[src/rtl/vga_timing_gen.sv]
// VGA raster timing for the pong display path: pixel divider, x/y raster counters,
// visible flag, polarity-adjusted sync with a latency-matching delay line, and frame strobes.

`ifndef X_POS_W
`define X_POS_W 10
`endif
`ifndef Y_POS_W
`define Y_POS_W 10
`endif

module vga_timing_gen #(
    parameter int unsigned CLK_DIV    = 2,
    parameter int unsigned H_ACTIVE   = 640,
    parameter int unsigned H_FRONT    = 16,
    parameter int unsigned H_SYNC     = 96,
    parameter int unsigned H_BACK     = 48,
    parameter int unsigned V_ACTIVE   = 480,
    parameter int unsigned V_FRONT    = 10,
    parameter int unsigned V_SYNC     = 2,
    parameter int unsigned V_BACK     = 33,
    parameter bit          HSYNC_POL  = 1'b0,
    parameter bit          VSYNC_POL  = 1'b0,
    parameter int unsigned SYNC_DELAY = 1
) (
    input  logic                clk_i,
    input  logic                rst_i,
    output logic [`X_POS_W-1:0] vga_x_pos_o,
    output logic [`Y_POS_W-1:0] vga_y_pos_o,
    output logic                vga_visible_range_o,
    output logic                pixel_tick_o,
    output logic                vga_hsync_o,
    output logic                vga_vsync_o,
    output logic                frame_start_o,
    output logic                vblank_start_o
);

    localparam int unsigned H_TOTAL      = H_ACTIVE + H_FRONT + H_SYNC + H_BACK;
    localparam int unsigned V_TOTAL      = V_ACTIVE + V_FRONT + V_SYNC + V_BACK;
    localparam int unsigned H_SYNC_START = H_ACTIVE + H_FRONT;
    localparam int unsigned H_SYNC_END   = H_SYNC_START + H_SYNC;
    localparam int unsigned V_SYNC_START = V_ACTIVE + V_FRONT;
    localparam int unsigned V_SYNC_END   = V_SYNC_START + V_SYNC;
    localparam int unsigned X_W          = `X_POS_W;
    localparam int unsigned Y_W          = `Y_POS_W;
    localparam int unsigned DIV_W        = (CLK_DIV > 1) ? $clog2(CLK_DIV) : 1;
    localparam logic [DIV_W-1:0] DIV_LAST = DIV_W'(CLK_DIV - 1);

    logic [DIV_W-1:0] div_cnt_q, div_cnt_d;
    logic [X_W-1:0]   x_q, x_d;
    logic [Y_W-1:0]   y_q, y_d;
    logic             frame_start_q, frame_start_d;
    logic             vblank_start_q, vblank_start_d;
    logic             pixel_tick, x_wrap, y_wrap;
    logic             hsync_level, vsync_level;

    // Constants are compared against zero-extended counters, never truncated.
    always_comb begin
        pixel_tick     = (div_cnt_q == DIV_LAST);
        div_cnt_d      = pixel_tick ? '0 : div_cnt_q + 1'b1;
        x_wrap         = (32'(x_q) == H_TOTAL - 1);
        y_wrap         = (32'(y_q) == V_TOTAL - 1);
        x_d            = x_q;
        y_d            = y_q;
        if (pixel_tick) begin
            x_d = x_wrap ? '0 : x_q + 1'b1;
            if (x_wrap) begin
                y_d = y_wrap ? '0 : y_q + 1'b1;
            end
        end
        frame_start_d  = pixel_tick && x_wrap && y_wrap;
        vblank_start_d = pixel_tick && x_wrap && (32'(y_q) == V_ACTIVE - 1);
        hsync_level    = ((32'(x_q) >= H_SYNC_START) && (32'(x_q) < H_SYNC_END)) ? HSYNC_POL : ~HSYNC_POL;
        vsync_level    = ((32'(y_q) >= V_SYNC_START) && (32'(y_q) < V_SYNC_END)) ? VSYNC_POL : ~VSYNC_POL;
    end

    // NOTE: sequential state uses non-blocking assignments so every flop samples pre-edge values.
    always_ff @(posedge clk_i or posedge rst_i) begin
        if (rst_i) begin
            div_cnt_q      <= '0;
            x_q            <= X_W'(H_TOTAL - 1);
            y_q            <= Y_W'(V_TOTAL - 1);
            frame_start_q  <= 1'b0;
            vblank_start_q <= 1'b0;
        end else begin
            div_cnt_q      <= div_cnt_d;
            x_q            <= x_d;
            y_q            <= y_d;
            frame_start_q  <= frame_start_d;
            vblank_start_q <= vblank_start_d;
        end
    end

    generate
        if (SYNC_DELAY == 0) begin : g_no_delay
            assign vga_hsync_o = hsync_level;
            assign vga_vsync_o = vsync_level;
        end else begin : g_delay
            // Bit 1 carries vsync, bit 0 hsync; advances every clk, not every pixel tick.
            logic [1:0] sync_pipe_q [SYNC_DELAY];

            always_ff @(posedge clk_i or posedge rst_i) begin
                if (rst_i) begin
                    for (int i = 0; i < int'(SYNC_DELAY); i++) begin
                        sync_pipe_q[i] <= {~VSYNC_POL, ~HSYNC_POL};
                    end
                end else begin
                    sync_pipe_q[0] <= {vsync_level, hsync_level};
                    for (int i = 1; i < int'(SYNC_DELAY); i++) begin
                        sync_pipe_q[i] <= sync_pipe_q[i-1];
                    end
                end
            end

            assign vga_hsync_o = sync_pipe_q[SYNC_DELAY-1][0];
            assign vga_vsync_o = sync_pipe_q[SYNC_DELAY-1][1];
        end
    endgenerate

    assign vga_x_pos_o         = x_q;
    assign vga_y_pos_o         = y_q;
    assign vga_visible_range_o = (32'(x_q) < H_ACTIVE) && (32'(y_q) < V_ACTIVE);
    assign pixel_tick_o        = pixel_tick;
    assign frame_start_o       = frame_start_q;
    assign vblank_start_o      = vblank_start_q;

endmodule
[config.mk]
export PLATFORM = sky130hd
export DESIGN_NAME = vga_timing_gen
export DESIGN_NICKNAME = d
export VERILOG_FILES = /design/src/rtl/vga_timing_gen.sv
export SDC_FILE = /design/constraint.sdc
export NUM_CORES = 1
export LEC_CHECK = 0
export CORE_MARGIN = 2
export CORE_UTILIZATION = 30
export CTS_CLUSTER_DIAMETER = 60
export DETAILED_ROUTE_END_ITERATION = 16
export GPL_TIMING_DRIVEN = 0
export MAX_ROUTING_LAYER = met4
export REMOVE_ABC_BUFFERS = 1
export SLEW_MARGIN = 20
export SYNTH_ARGS = -nofsm -noshare
export SYNTH_HDL_FRONTEND = slang
export SYNTH_SLANG_ARGS = --single-unit
[constraint.sdc]
create_clock -name clk_i -period 1.8 [get_ports clk_i]
set_input_delay 0.27 -clock clk_i [delete_from_list [all_inputs] [get_ports clk_i]]
set_output_delay 0.27 -clock clk_i [all_outputs]
set_load 0.005 [all_outputs]
# Word-level counts from Yosys, hierarchy flattened
# Index checks and enable logic that the tools add are counted.
[word_totals]
register_bits = 25
input_bits = 2
romBits = 0
elab_cells = 30
memories = 0
latchBits = 0
mem_bits_rw = 0
[classes]
n_mux = 5
eq_ne = 3
shifts = 0
n_lt_le_gt_ge = 6
n_mul = 0
div = 0
bitwise = 0
n_reduce_logical = 7
n_addsub = 3
[ops]
columns = ["cell", "count"]
rows = [
  ["$add A10 B1 Y10 const B", 2],
  ["$eq A10 B10 Y1 const B", 2],
  ["$lt A10 B10 Y1 const B", 2],
  ["$lt A10 B9 Y1 const B", 2],
  ["$mux W10", 2],
  ["$eq A10 B9 Y1 const B", 1],
  ["$ge A10 B10 Y1 const B", 1],
  ["$ge A10 B9 Y1 const B", 1],
  ["$logic_and A1 B1 Y1", 6],
  ["$mux W1", 3],
  ["$reduce_and A2 Y1", 1],
  ["$add A1 B1 Y1 const B", 1],
]

# Logic depth before layout (Yosys ltp)
# Gate-level depths: netlist of the first run.
[logic_depth]
word_depth = 3
ltp_mapped = 6
ltp_nobuf = 6

# Worst setup path after synthesis of the first run
# Ideal clock, no wire load.
[synth_timing]
path_type = "flip-flop to flip-flop"
startpoint = "register x_q[0], in the netlist vga_x_pos_o[0]"
endpoint = "register y_q[4], in the netlist vga_y_pos_o[4]"
setup_time_ps = 128
arrival_time_ps = 1690
slack_ps = -18
path_stages_with_launch = 6
period_less_slack_ps = 1818
path_cell_list = "dfstp_2 ha_1 nand2_1 nor4_4 nand4_1 mux2_1"
[synth_between]
elab_chain_cells = 2
[synth_rtl]
columns = ["item", "line_no", "rtl"]
rows = [
  ["start: declaration", "49", "logic [X_W-1:0] x_q, x_d;"],
  ["start signal: assignment", "80", "x_q <= X_W'(H_TOTAL - 1);"],
  ["$eq A10 B10 Y1", "60", "x_wrap = (32'(x_q) == H_TOTAL - 1);"],
  ["$reduce_and A2 Y1 (no source line)", "n/a", ""],
  ["end signal: assignment", "81", "y_q <= Y_W'(V_TOTAL - 1);"],
  ["end signal: assignment", "87", "y_q <= y_d;"],
  ["end: declaration", "50", "logic [Y_W-1:0] y_q, y_d;"],
]
# Every way passes these cells.
# A chain may end at the register's enable or synchronous reset.

# Worst setup path after layout of the first run
[layout_timing]
startpoint = "register x_q[1], in the netlist vga_x_pos_o[1]"
endpoint = "register y_q[7], in the netlist vga_y_pos_o[7]"
# Same word-level chain as after synthesis.

==> impl_metrics.py, run 1 <==
metrics = {
    "floorplanning": {
        "dieArea_um2": 4830,
        "row_count": 23,
        "io_pins": 28,
        "floorplan_core_area_um2": 4060,
        "die-height_um": 69.5,
        "initial_utilization": 0.317,
        "die_w_um": 69.5,
    },
    "sta": {
        "fin_hold_ws_ps": 491,
        "worst_slew_pin_slew_ps": 925,
        "post-route-period-util": 0.977,
        "timing.slew.headroom": 0.383,
        "max_freq_ghz": 0.569,
        "setup_repair_after_global_routing_missed_its_margin": "true",
        "setup_violations_final": 0,
        "setup_total_negative_slack_ps": 0,
        "finalHoldViolations": 0,
        "timing.final.crit_period_ps": 1760,
        "clock-skew-final_ps": 13.1,
        "timing_max_transition_violations_final": 0,
    },
    "clocking": {
        "clock_tree.htree_level_count": 1,
        "cts.root.buffer_cell": "clkbuf_8",
        "cts_tree": "built",
        "clkSlewWorstSetupHoldPaths_ps": 100,
        "clk_lat_worst_skew_ps": 270,
        "ctsLongestPathBuffers": 2,
        "cts_buffers": 3,
        "sink_count_of_the_clock_tree": 25,
    },
    "yosys": {
        "syn-instance-count": 122,
        "synthDominantCellAreaShare": 0.253,
        "syn_area_um2": 1290,
        "synth_area_leaders": "dfrtp_1 (25%), dfstp_2 (24%), xnor2_1 (5.4%), ha_1 (4.9%), nand4_1 (3.4%)",
        "synth_cell_types": 36,
        "ys_seq_elements": 25,
        "synth.largest_area_cell": "dfrtp_1",
        "postSynth.asyncResetShare": 1.00,
        "synth-edff-count": 0,
        "synthesis_warning_total": 0,
        "portion_of_the_post_synthesis_area_used_by_sequential_elements": 0.498,
        "synth-main-ff-cell": "dfrtp_1",
        "postSynthAreaPerCell_um2": 10.6,
    },
    "place": {
        "dpl.cell_count": 196,
        "hpwlAfterDp_um": 1950,
        "place.gp.congestion": 0.829,
        "io_buffers": 27,
    },
    "global_routing": {
        "globalRouteOverflowTotal": 0,
        "grt_start_max_net_pins": 26,
        "antenna_found_initial": 0,
        "number_of_global_route_vias_before_repair": 1046,
        "globalRouteTotalUtil": 0.133,
        "grt_first_pass_wirelength_um": 5110,
    },
    "routing": {
        "route.detailed.drc": 0,
        "drt-initial-drc-count": 43,
        "vias": 1081,
        "drt-vias-per-instance": 5.05,
        "detail_route.wl_per_cell_um": 13.9,
        "first_pass_iters": 6,
        "ant_nets": 0,
        "detail_route.wirelength_um": 2970,
    },
    "critical_path": {
        "arrival_ps": 1960,
        "worstSetupPathType": "reg2reg",
        "startpoint_type": "flip-flop",
        "reg2reg_from": "vga_x_pos_o[1]",
        "timing.critical_path.required_ps": 2000,
        "worst-path-max-fanout": 4,
        "worst_setup_path_end_kind": "flip-flop",
        "worstSetupStartpoint": "vga_x_pos_o[1]",
    },
    "finish": {
        "area.sequential_um2": 643,
        "num-fill-cells": 373,
        "post_layout_nonfiller_instances": 214,
        "multi_input_area_um2": 651,
        "finalNetCount": 172,
        "n_antenna_cell": 0,
        "utilization": 0.447,
        "post_route_cells_drive_above_1_share": 0.262,
        "areaGrowthSynthToFinish_pct": 40.9,
    },
    "status": {
        "outcome": "completed",
    },
    "power_and_ir_drop": {
        "leakagePower_nw": 0.773,
        "cellPowerDensity_nw_per_um2": 504,
        "peak_supply_drop_v": 0.000391,
    },
    "flow_run": {
        "cap_violations": 0,
    },
    "min_path": {
        "hp-class": "in2async",
    },
}
-- placed cells by master (no fill, tap or decap), drive strengths merged --
| master | count |
|---|---|
| and4 | 2 |
| mux2 | 1 |
| and3 | 5 |
| o21a | 2 |
| dfrtp | 13 |
| nor4bb | 1 |
| a21oi | 4 |
| nand3 | 7 |
| o2111ai | 1 |
| buf | 14 |
| dfstp | 12 |
| o41ai | 1 |
| clkdlybuf4s50 | 26 |
| nand4 | 7 |
| o211a | 1 |
| or2 | 1 |
| mux2i | 2 |
| clkbuf | 3 |
| nor3b | 1 |
| a211oi | 1 |
| ha | 5 |
| nor3 | 3 |
| a31oi | 1 |
| clkinv | 1 |
| nor2b | 2 |
| xnor2 | 8 |
| nand2 | 9 |
| nand4b | 2 |
| or4 | 2 |
| o21ai | 2 |
| dlygate4sd2 | 1 |
| xor2 | 3 |
| nor4 | 1 |
| o22ai | 1 |
| inv | 8 |
| nor2 | 10 |
-- cell type report --
class / instances / area share
timing repair buffer: 41 / 0.210
sequential: 25 / 0.354
multi-input combinational: 86 / 0.359
tap: 50 / 0.0345
inverter: 8 / 0.0166
clock buffer: 3 / 0.0228
clock inverter: 1 / 0.00276
-- cells in the mapped netlist (2+ instances only) --
cell type,n
dfrtp_1,13
dfstp_2,12
nor2_1,10
nand2_1,9
inv_1,8
xnor2_1,8
nand3_1,7
nand4_1,7
and3_1,5
ha_1,5
a21oi_1,4
xor2_1,3
and4_1,2
clkbuf_1,2
mux2i_1,2
nor2b_1,2
nor3_1,2
o21a_1,2
o21ai_0,2
-- flip-flops by register name (all words and copies together), names as in the netlist --
signal / cells
pixel_tick_o: 1
g_delay.sync_pipe_q: 2
vga_y_pos_o: 10
vga_x_pos_o: 10
frame_start_o: 1
vblank_start_o: 1
-- worst paths after layout --
| path | depth (start not counted) | slack, ps | endpoint |
|---|---|---|---|
| max in group asynchronous | 2 | 670 | vga_x_pos_o[7] |
| min in group clk_i | 2 | 520 | vga_x_pos_o[9] |
| worst max-delay path | 5 | 40 | vga_y_pos_o[7] |
| worst max register to register | 5 | 40 | vga_y_pos_o[7] |
| worst min register to register | 2 | 520 | vga_x_pos_o[9] |
| worst min-delay path | 2 | 490 | vga_y_pos_o[1] |
-- per-layer routing --
metal	vias to the layer above	GRT usage	wire, um
met5	-	-	0
met4	0	0.0196	24
met3	7	0.0378	176
met2	43	0.215	1420
met1	516	0.170	1350
li1	515	-	-
-- cells by family (layout without fill, tap and decap cells) --
logic type | count (synthesis) | after routing | synth area share
simple gates | 53 | 53 | 0.250
flops | 25 | 25 | 0.498
xor+xnor | 11 | 11 | 0.0748
buf+inv | 11 | 53 | 0.0330
fa+ha+maj | 5 | 5 | 0.0486
mux | 3 | 3 | 0.0243
compound gates | 14 | 14 | 0.0719
-- report_power, final --
| part | switching [mW] | internal, mW | total [mW] | leakage [nW] |
|---|---|---|---|---|
| registers | 0 | 0.563 | 0.563 | 0.299 |
| logic | 0.0105 | 0.00200 | 0.0125 | 0.448 |
| clock network | 0.185 | 0.155 | 0.340 | 0.0255 |
-- worst max-delay path, cell delays in order (launching register included) --
cell	delay, ps
dfstp_2	580
ha_4	160
nand2_4	60
or4_4	590
nor3_4	130
xor2_1	160
-- stage by stage --
step	cell area [um2]	setup WS (ps)	total power, mW
floorplan	1270	-241	0.581
global placement	1610	-484	0.586
detailed placement	1610	-533	0.586
CTS	1760	24.4	0.928
global route	1810	-61.2	0.955
finish	1810	42.0	0.915
-- timing repair --
item,4_1_cts,5_1_grt
endpoints found under the setup margin,15,9
pin swaps,3,4
buffers inserted,11,3
hold buffers,0,0
gates resized for setup,7,9
(Power assumes the default switching activity.)
==> inputs of run 2 (changes only) <==
--- a/config.mk
+++ b/config.mk
@@ -9,10 +9,10 @@
 export CORE_UTILIZATION = 30
 export CTS_CLUSTER_DIAMETER = 60
 export DETAILED_ROUTE_END_ITERATION = 16
+export DONT_BUFFER_PORTS = 1
 export GPL_TIMING_DRIVEN = 0
 export MAX_ROUTING_LAYER = met4
 export REMOVE_ABC_BUFFERS = 1
-export SLEW_MARGIN = 20
 export SYNTH_ARGS = -nofsm -noshare
 export SYNTH_HDL_FRONTEND = slang
 export SYNTH_SLANG_ARGS = --single-unit
==> run 2 against run 1 <==
  * Register-to-register slack worse by 30 ps
  * Power shrank 0.74%
  * Die area did not move
  * Clock power shrank 1%
  * First-iteration DRC count grew to 3.0 times the previous value
  * Clock skew fell by 12 ps
  * Critical endpoint is now vga_y_pos_o[5]
==> impl_metrics.py, run 2 (synthesized netlist as in run 1, its figures left out) <==
metrics = {
    "global_routing": {
        "number_of_global_route_vias_before_repair": 1021,
        "grtUsageMet2": 0.218,
        "grt_first_pass_wirelength_um": 5010,
        "globalRouteOverflowTotal": 0,
        "grt_util_met3": 0.0596,
        "grt_start_max_net_pins": 26,
        "globalRouteTotalUtil": 0.130,
        "top_usage_layer": "met2",
        "grt_use_met1": 0.151,
        "antenna_found_initial": 0,
    },
    "clocking": {
        "ctsLongestPathBuffers": 2,
        "clkSlewWorstSetupHoldPaths_ps": 90,
        "clock_tree.htree_level_count": 1,
        "ctsHoldBuffers": 0,
        "clk_lat_worst_skew_ps": 270,
        "sink_count_of_the_clock_tree": 25,
        "cts.root.buffer_cell": "clkbuf_8",
        "cts_tree": "built",
        "cts_buffers": 3,
    },
    "place": {
        "place.gp.congestion": 0.811,
        "hpwlAfterDp_um": 1930,
        "post-place-ws_ps": -571,
        "io_buffers": 0,
        "dpl.cell_count": 169,
    },
    "finish": {
        "finalNetCount": 135,
        "final_common_cell": "dfrtp_1",
        "area.sequential_um2": 641,
        "most-common-layout-cells": "dfrtp_1 (13), dfstp_2 (12), nor2_1 (10)",
        "post_layout_nonfiller_instances": 177,
        "num-fill-cells": 405,
        "post_route_cells_drive_above_1_share": 0.213,
        "n_antenna_cell": 0,
        "areaGrowthSynthToFinish_pct": 12.2,
        "utilization": 0.356,
        "multi_input_area_um2": 637,
    },
    "power_and_ir_drop": {
        "peak_supply_drop_v": 0.000574,
        "cellPowerDensity_nw_per_um2": 629,
        "leakagePower_nw": 0.617,
    },
    "sta": {
        "setup_violations_final": 0,
        "timing_max_transition_violations_final": 0,
        "max_freq_ghz": 0.559,
        "finalHoldViolations": 0,
        "clock-skew-final_ps": 0.990,
        "worst_slew_pin_slew_ps": 947,
        "setup_total_negative_slack_ps": 0,
        "post-route-period-util": 0.994,
        "setup_repair_after_global_routing_missed_its_margin": "true",
        "setup_slack_ps": 10.2,
        "fin_hold_ws_ps": 99.3,
        "timing.slew.headroom": 0.368,
        "timing.final.crit_period_ps": 1790,
    },
    "floorplanning": {
        "dieArea_um2": 4830,
        "io_pins": 28,
        "floorplan_core_area_um2": 4060,
        "die-height_um": 69.5,
        "die_w_um": 69.5,
        "initial_utilization": 0.317,
        "row_count": 23,
    },
    "status": {
        "outcome": "completed",
    },
    "critical_path": {
        "timing.critical_path.required_ps": 1950,
        "reg2reg_from": "vga_x_pos_o[0]",
        "worstPathBufferInverterCount": 1,
        "rr_worst_depth": 6,
        "worst-path-max-fanout": 5,
        "worst_setup_path_end_kind": "flip-flop",
        "critical_path.top_delay_family": "flip-flops",
        "critPathSlowestCell": "dfstp_2",
        "worst_path_largest_cell_delay_ps": 590,
        "worstReg2RegEnd": "vga_y_pos_o[5]",
        "arrival_ps": 1940,
        "startpoint_type": "flip-flop",
        "worstSetupPathType": "reg2reg",
        "r2r_slack_ps": 10,
        "crit_chain": "ha_4 > nand2_4 > nor4_4 > buf_4 > nand4_1 > xnor2_1",
    },
    "routing": {
        "ant_nets": 0,
        "first_pass_iters": 4,
        "drt-initial-drc-count": 130,
        "route.detailed.drc": 0,
        "detail_route.wl_per_cell_um": 16.0,
        "drt-vias-per-instance": 5.55,
        "vias": 982,
        "detail_route.wirelength_um": 2840,
    },
    "min_path": {
        "hp-class": "in2async",
    },
    "flow_run": {
        "cap_violations": 0,
    },
}
==> run 2: cell count changes in the layout (fill, tap and decap cells not counted), sizes merged <==
cell           previous run  this run
clkinv                    1         0
clkbuf                    3         4
buf                      14         4
clkdlybuf4s50            26         0
dlygate4sd2               1         0
==> run 2: repair_timing <==
| item | CTS | global route |
|---|---|---|
| gates resized for setup | 4 | 2 |
| endpoints found under the setup margin | 14 | 8 |
| setup buffers | 3 | 1 |
| pin swaps | 4 | 6 |
==> run 2: through the flow <==
step / cell area (um2) / power [mW]
floorplan: 1270 / 0.581
global placement: 1340 / 0.584
detailed placement: 1340 / 0.584
CTS: 1430 / 0.921
global route: 1450 / 0.949
finish: 1450 / 0.908
==> run 2: how the worst max path moves through the flow <==
stage	from	end	slack (ps)	depth (start not counted)
after floorplan	vga_x_pos_o[0]	vga_y_pos_o[4]	-240	5
after global placement	vga_x_pos_o[0]	vga_y_pos_o[4]	-480	5
after detailed placement	vga_x_pos_o[1]	vga_y_pos_o[4]	-570	5
after CTS	vga_x_pos_o[1]	vga_y_pos_o[5]	-7	6
after global routing	vga_x_pos_o[0]	vga_y_pos_o[5]	-100	6
final	vga_x_pos_o[0]	vga_y_pos_o[5]	10	6
==> run 2: area by class of cell <==
| cell class | count | share of cell area |
|---|---|---|
| repair buffers | 4 | 0.0208 |
| flip-flops and latches | 25 | 0.443 |
| clock buffers | 4 | 0.0312 |
| well taps | 50 | 0.0433 |
| multi-input cells | 86 | 0.441 |
| inverters | 8 | 0.0208 |
==> run 2: per-layer routing <==
metal	share of wire	up-vias
li1	-	440
met1	0.41	494
met2	0.49	46
met3	0.095	2
met4	0.0021	0
met5	0	-
==> run 2: worst reg2reg max path: stages (launching register included) <==
cell     delay [ps]
dfstp_2         590
ha_4            170
nand2_4          60
nor4_4          370
buf_4           210
nand4_1         110
xnor2_1         150
==> run 2: power by group <==
group          internal [mW]  switching, mW
Sequential             0.563              0
Combinational       0.000152         0.0105
Clock                  0.158          0.177
Total                  0.721          0.187
